$ cat config.mk
export PLATFORM = sky130hd
export DESIGN_NAME = audio_filter_sched
export DESIGN_NICKNAME = d
export VERILOG_FILES = /design/src/rtl/audio_filter_sched.sv
export SDC_FILE = /design/constraint.sdc
export NUM_CORES = 2
export LEC_CHECK = 0
export BUFFER_PORTS_ARGS = -buffer_cell sky130_fd_sc_hd__buf_2
export CAP_MARGIN = 30
export CORE_AREA = 2 2 632 791
export DETAILED_ROUTE_END_ITERATION = 8
export DIE_AREA = 0 0 634 793
export GPL_TIMING_DRIVEN = 0
export PLACE_DENSITY_LB_ADDON = 0.3
export SYNTH_ARGS = -nofsm -noshare
export SYNTH_HDL_FRONTEND = slang
export SYNTH_SLANG_ARGS = --single-unit
$ cat constraint.sdc
create_clock -name clk -period 12 [get_ports clk]
set_input_delay 3 -clock clk [delete_from_list [all_inputs] [get_ports clk]]
set_output_delay 3 -clock clk [all_outputs]
set_load 0.005 [all_outputs]
$ cat src/rtl/audio_filter_sched.sv
`default_nettype none
// ============================================================================
//  Module   : audio_filter_sched
//  Purpose  : Sequencer between the audio CODEC FIFO interface and one shared
//             moving-average datapath. For each stereo sample it pops one L/R
//             pair, time-multiplexes a single adder/subtractor and a single
//             delay-line RAM between the left and right channels, then pushes
//             the filtered pair back to the CODEC. The window length is
//             selected at run time on sample boundaries. A change of length
//             flushes the filter history.
//  Ports    : clk, reset (synchronous, active-high)
//             mode[1:0]        00 bypass, 01 N=4, 10 N=16, 11 N=64
//             read_ready       CODEC has an L/R pair available
//             write_ready      CODEC can accept an L/R pair
//             readdata_left/right[23:0]   input samples, two's complement
//             read / write     one-cycle pop / push strobes
//             writedata_left/right[23:0]  filtered samples, registered
//             busy             FSM is not in IDLE
//             drop_cnt[15:0]   pairs dropped on write timeout, saturating
//  Options  : `define DITHER_EN adds a 3-bit dither counter. The counter steps
//             once per completed write. Its value is added to each sample
//             before the shift.
//  Revision : 1.0  initial release
// ============================================================================
module audio_filter_sched #(
    parameter int MAX_SHIFT  = 6,
    parameter int WR_TIMEOUT = 2048
) (
    input  logic        clk,
    input  logic        reset,
    input  logic [1:0]  mode,
    input  logic        read_ready,
    input  logic        write_ready,
    input  logic [23:0] readdata_left,
    input  logic [23:0] readdata_right,
    output logic        read,
    output logic        write,
    output logic [23:0] writedata_left,
    output logic [23:0] writedata_right,
    output logic        busy,
    output logic [15:0] drop_cnt
);

    localparam int               c_DEPTH = 1 << MAX_SHIFT;
    localparam int               c_TW    = $clog2(WR_TIMEOUT + 1);
    localparam logic [MAX_SHIFT:0] c_FULL = (MAX_SHIFT + 1)'(c_DEPTH);
    localparam logic [c_TW-1:0]  c_TO_LAST = c_TW'(WR_TIMEOUT - 1);

    typedef enum logic [2:0] {
        S_IDLE    = 3'd0,
        S_CAPT    = 3'd1,
        S_RD_L    = 3'd2,
        S_UPD_L   = 3'd3,
        S_RD_R    = 3'd4,
        S_UPD_R   = 3'd5,
        S_WAIT_WR = 3'd6,
        S_WRITE   = 3'd7
    } state_t;

    state_t r_state;
    state_t w_next;

    // Delay line: left channel in the lower half, right channel in the upper half.
    logic [23:0]           r_mem [0:2*c_DEPTH-1];
    logic [23:0]           r_ram_q;

    logic signed [23:0]    r_x_l, r_x_r;
    logic signed [23:0]    r_acc_l, r_acc_r;
    logic [MAX_SHIFT:0]    r_fill;
    logic [MAX_SHIFT-1:0]  r_wr_ptr;
    logic [1:0]            r_active_mode;
    logic [c_TW-1:0]       r_wait_cnt;

    logic                  w_ch;        // 0 = left slot, 1 = right slot
    logic                  w_filt;      // filtering (not bypass)
    logic [2:0]            w_k;
    logic [MAX_SHIFT:0]    w_win;
    logic [MAX_SHIFT-1:0]  w_rd_ptr;
    logic signed [23:0]    w_dith;
    logic signed [23:0]    w_x_eff;
    logic signed [23:0]    w_s;
    logic signed [23:0]    w_old;
    logic signed [23:0]    w_acc_new;

`ifdef DITHER_EN
    logic [2:0] r_dith;

    always_ff @(posedge clk) begin
        if (reset) begin
            r_dith <= 3'd0;
        end else if (r_state == S_WRITE) begin
            r_dith <= r_dith + 3'd1;
        end
    end

    assign w_dith = {{10{r_dith[2]}}, r_dith, 11'd0};
`else
    assign w_dith = '0;
`endif

    // ------------------------------------------------------------------
    // Shared datapath: one channel is served per RD/UPD state pair.
    // ------------------------------------------------------------------
    always_comb begin
        w_k = 3'd0;
        case (r_active_mode)
            2'b01:   w_k = 3'd2;
            2'b10:   w_k = 3'd4;
            2'b11:   w_k = 3'd6;
            default: w_k = 3'd0;
        endcase
    end

    assign w_filt    = (r_active_mode != 2'b00);
    assign w_ch      = (r_state == S_RD_R) || (r_state == S_UPD_R);
    assign w_win     = c_FULL'(1) << w_k;
    // Oldest sample in the window sits 2^k entries behind the write pointer.
    // For the largest window this is the slot about to be overwritten, which
    // works because the read happens one cycle before the write.
    assign w_rd_ptr  = r_wr_ptr - w_win[MAX_SHIFT-1:0];
    assign w_x_eff   = (w_ch ? r_x_r : r_x_l) + w_dith;
    assign w_s       = w_x_eff >>> w_k;
    // Until the window has filled, the RAM holds stale history from an
    // earlier mode or a power-up. Treat that history as zero.
    assign w_old     = (r_fill >= w_win) ? r_ram_q : 24'sd0;
    assign w_acc_new = (w_ch ? r_acc_r : r_acc_l) + w_s - w_old;

    // Delay-line RAM: one-cycle read latency. It is not reset.
    always_ff @(posedge clk) begin
        if ((r_state == S_RD_L) || (r_state == S_RD_R)) begin
            r_ram_q <= r_mem[{w_ch, w_rd_ptr}];
        end
        if (!reset && w_filt && ((r_state == S_UPD_L) || (r_state == S_UPD_R))) begin
            r_mem[{w_ch, r_wr_ptr}] <= w_s;
        end
    end

    // ------------------------------------------------------------------
    // FSM: state register and next-state / strobe decode
    // ------------------------------------------------------------------
    always_ff @(posedge clk) begin
        if (reset) begin
            r_state <= S_IDLE;
        end else begin
            r_state <= w_next;
        end
    end

    always_comb begin
        w_next = r_state;
        read   = 1'b0;
        write  = 1'b0;
        busy   = (r_state != S_IDLE);
        case (r_state)
            S_IDLE:    if (read_ready) w_next = S_CAPT;
            S_CAPT:    begin
                           read   = !reset;  // no strobe on a reset edge
                           w_next = S_RD_L;
                       end
            S_RD_L:    w_next = S_UPD_L;
            S_UPD_L:   w_next = S_RD_R;
            S_RD_R:    w_next = S_UPD_R;
            S_UPD_R:   w_next = S_WAIT_WR;
            S_WAIT_WR: begin
                           if (write_ready)
                               w_next = S_WRITE;
                           else if (r_wait_cnt == c_TO_LAST)
                               w_next = S_IDLE;
                       end
            S_WRITE:   begin
                           write  = !reset;
                           w_next = S_IDLE;
                       end
            default:   w_next = S_IDLE;
        endcase
    end

    // ------------------------------------------------------------------
    // Datapath registers
    // ------------------------------------------------------------------
    always_ff @(posedge clk) begin
        if (reset) begin
            r_x_l           <= '0;
            r_x_r           <= '0;
            r_acc_l         <= '0;
            r_acc_r         <= '0;
            r_fill          <= '0;
            r_wr_ptr        <= '0;
            r_active_mode   <= 2'b00;
            r_wait_cnt      <= '0;
            writedata_left  <= '0;
            writedata_right <= '0;
            drop_cnt        <= '0;
        end else begin
            case (r_state)
                S_IDLE: begin
                    // Mode is only taken at a sample boundary. A new window
                    // length restarts the average from empty.
                    if (read_ready && (mode != r_active_mode)) begin
                        r_active_mode <= mode;
                        r_acc_l       <= '0;
                        r_acc_r       <= '0;
                        r_fill        <= '0;
                    end
                end
                S_CAPT: begin
                    r_x_l <= readdata_left;
                    r_x_r <= readdata_right;
                end
                S_UPD_L: begin
                    if (w_filt) begin
                        r_acc_l        <= w_acc_new;
                        writedata_left <= w_acc_new;
                    end else begin
                        writedata_left <= w_x_eff;
                    end
                end
                S_UPD_R: begin
                    if (w_filt) begin
                        r_acc_r         <= w_acc_new;
                        writedata_right <= w_acc_new;
                        r_wr_ptr        <= r_wr_ptr + 1'b1;
                        if (r_fill != c_FULL)
                            r_fill <= r_fill + 1'b1;
                    end else begin
                        writedata_right <= w_x_eff;
                    end
                    r_wait_cnt <= '0;
                end
                S_WAIT_WR: begin
                    if (!write_ready) begin
                        if (r_wait_cnt == c_TO_LAST) begin
                            r_wait_cnt <= '0;
                            if (drop_cnt != 16'hFFFF)
                                drop_cnt <= drop_cnt + 16'd1;
                        end else begin
                            r_wait_cnt <= r_wait_cnt + 1'b1;
                        end
                    end
                end
                default: ;
            endcase
        end
    end

endmodule
`default_nettype wire

==> results.toml <==
[worst_setup_path]
cp-end-kind = "primary output"
cp.required_ns = 9.00
crit-reg2reg-launch = "r_state[2]"
worstSetupStartpointType = "input port"
r2r_end = "r_acc_l[22]"
reg2regPathDepth = 21
r2r_slack_ns = 4.84
worstSetupPathType = "in -> out"
cp.arrival_ns = 5.01
crit_fanout = 10

[synth]
synth_warnings = 0
synth-seq-cells = 3286
syn-cell-area_um2 = 128200
avgSynthCellArea_um2 = 21.62
syn-instance-count = 5928
synth-edff-count = 3096
ys.flop_type = "edfxtp_1"
yosysSeqAreaShare_pct = 75.50
synth_nets = 6042
synthArstFlopShare_pct = 0
synth_cell_type_count = 66

[sta]
fin_crit_sh_pct = 66.79
holdWs_ns = 0.4600
setup_viol = 0
fin_crit_ns = 8.015
slew_violations = 0
rsz0062_at_grt = "no"
finalHoldViolations = 0
tightest_slew_ns = 1.186
fmax_mhz = 124.8
slew-limit-headroom_pct = 18.64
skew_ns = 0.08928

[place]
port_buffers = 120
placed_cells = 12740
gp_congestion = 0.9317
detailed_place_hpwl_um = 244200
place_area_um2 = 141400

[drt]
detail-route-antenna-nets = 0
detail_route.wl_per_cell_um = 27.19
first_pass_iters = 8
via_per_inst = 4.690
drc = 0
dr_total_vias = 62450
wl_um = 362000
first_iter_violations = 6174

[grt]
use_met1_pct = 17.25
grt_usage_pct = 14.13
grt_pass1_vias = 65090
grt-ovfl-total = 0
grt_pass1_wl_um = 505700
grt.met3_usage_pct = 1.853
busiest_layer = "met2"
antenna_found_initial = 22
gr-usage-met2_pct = 25.46
grt_max_degree = 114

[finish]
layout-drive-gt1-share_pct = 29.29
layoutNonFillerInstCount = 13320
syn_to_final_growth_pct = 18.14
nFillCells = 47500
finalNetCount = 6632
final_area_um2 = 151400
utilization_pct = 30.61

[power_and_ir_drop]
total_power_uw = 26190
power_density_nw_per_um2 = 173.0
peakVddDrop_mv = 0.1021
leakage_uw = 0.04663

[clock_tree]
clk_pin_slew_ns = 0.07
cts_buffer_depth = 4
cts-buffers-inserted = 320
cts_tree = "yes"
insertion_delay_ns = 0.95
clock_sinks = 3286
post-cts-setup-buffers = 0
ctsResizeCount = 0
ctsHoldBuffers = 0
h-tree-depth = 5
cts-root-buf = "clkbuf_16"

[min_path]
hold_path.class = "reg -> reg"
worstHoldStart = "r_x_r[0]"
holdPathStages = 2
holdPathEnd = "r_x_r[0]"

[die]
die_area_um2 = 502800
start_util_pct = 25.91
die-height_um = 793
die_w_um = 634
rows = 289
ios = 121
core_um2 = 494700

[job]
maxCapViolCount = 0

[outcome]
status = "finished, final reports clean"
per-stage QoR:
| stage | setup WS (ns) | TNS, ns |
|---|---|---|
| detailed placement | 3.992 | 0 |
| floorplan | 3.423 | 0 |
| global placement | -4.497 | -763.75 |
| global route | 3.838 | 0 |
| finish | 3.985 | 0 |
| CTS | 3.955 | 0 |
critical path, cell delays in order:
cell and delay (ns):
buf_2 0.27, clkbuf_1 0.44, buf_1 0.54, clkbuf_1 0.49, nor2_1 0.10, buf_2 0.15
logic make-up after synthesis:
group | Yosys count | share of synthesized area, %
fa+ha+maj | 60 | 0.7204
buf+inv | 368 | 1.244
xor+xnor | 61 | 0.4168
mux | 1105 | 18.01
compound gates | 324 | 1.720
simple gates | 724 | 2.386
flops | 3286 | 75.50
cell type report:
type                       instances  area (um^2)  share of cell area (%)
multi-input combinational       2274        30980                   20.46
buffer                           329         1461                  0.9650
inverter                          39        168.9                  0.1115
antenna                            9        22.52                 0.01487
tap                             6547         8192                   5.409
clock inverter                   172         1388                  0.9163
timing repair buffer             268         3978                   2.627
sequential                      3286        96770                   63.90
clock buffer                     391         8472                   5.594
per-layer routing:
metal / vias to the layer above / part of all wire [%]
met1: 33940 / 39
met3: 522 / 5.4
li1: 25900 / -
met2: 2089 / 52
met5: - / 0.0058
met4: 4 / 3.8
worst max path at each step:
stage	from	endpoint	slack, ns	cells past startpoint
5_1_grt	reset	read	3.84	6
3_5_place_dp	reset	read	3.99	6
2_1_floorplan	r_state[2]	writedata_left[23]	3.42	14
3_3_place_gp	r_state[2]	writedata_right[23]	-4.50	14
6_report	reset	read	3.99	6
4_1_cts	reset	read	3.95	6
sequential cells by signal, indices dropped and copies added, names as in the netlist:
register         flops
writedata_right     24
drop_cnt            16
r_x_r               24
writedata_left      24
r_active_mode        2
r_acc_l             24
r_state              3
r_wr_ptr             6
r_x_l               24
r_fill               7
r_ram_q             24
r_mem             3072
r_wait_cnt          12
r_acc_r             24
synthesized netlist by cell type, drive strengths merged, types with 6 or more instances:
cell / number / share of area (%)
or2: 6 / 0.029
nor2b: 9 / 0.044
xnor2: 30 / 0.20
nand2b: 11 / 0.054
edfxtp: 3096 / 73
buf: 162 / 0.64
nand2: 291 / 0.85
a32o: 24 / 0.19
xor2: 31 / 0.21
a22oi: 27 / 0.16
dfxtp: 190 / 3.0
nand4: 19 / 0.093
a311oi: 9 / 0.066
a21oi: 117 / 0.46
inv: 38 / 0.11
a22o: 14 / 0.096
clkbuf: 167 / 0.49
fa: 23 / 0.36
and2: 13 / 0.063
mux2i: 131 / 1.0
or3: 8 / 0.039
ha: 37 / 0.36
o21ai: 35 / 0.14
mux4: 960 / 17
nand3: 24 / 0.094
mux2: 14 / 0.12
a211oi: 29 / 0.17
nor2: 297 / 0.87
nor3: 17 / 0.078
a221oi: 26 / 0.18
and3: 9 / 0.044
a21o: 12 / 0.070
report_power, final:
group / switching (uW) / internal (uW) / total (uW)
logic: 2380 / 1320 / 3700
clock network: 4330 / 5420 / 9750
registers: 13.3 / 12700 / 12700
total: 6720 / 19500 / 26200
cell usage in the layout (no fill, tap or decap), types with 114 or more instances in the layout:
| cell type | n |
|---|---|
| edfxtp_1 | 3096 |
| mux4_2 | 960 |
| clkbuf_16 | 327 |
| nand2_1 | 290 |
| buf_2 | 241 |
| clkbuf_1 | 215 |
| dfxtp_1 | 190 |
| nor2_1 | 168 |
| mux2i_1 | 131 |
| nor2_4 | 123 |
| a21oi_1 | 114 |
Power figures use the tool's default switching activity.
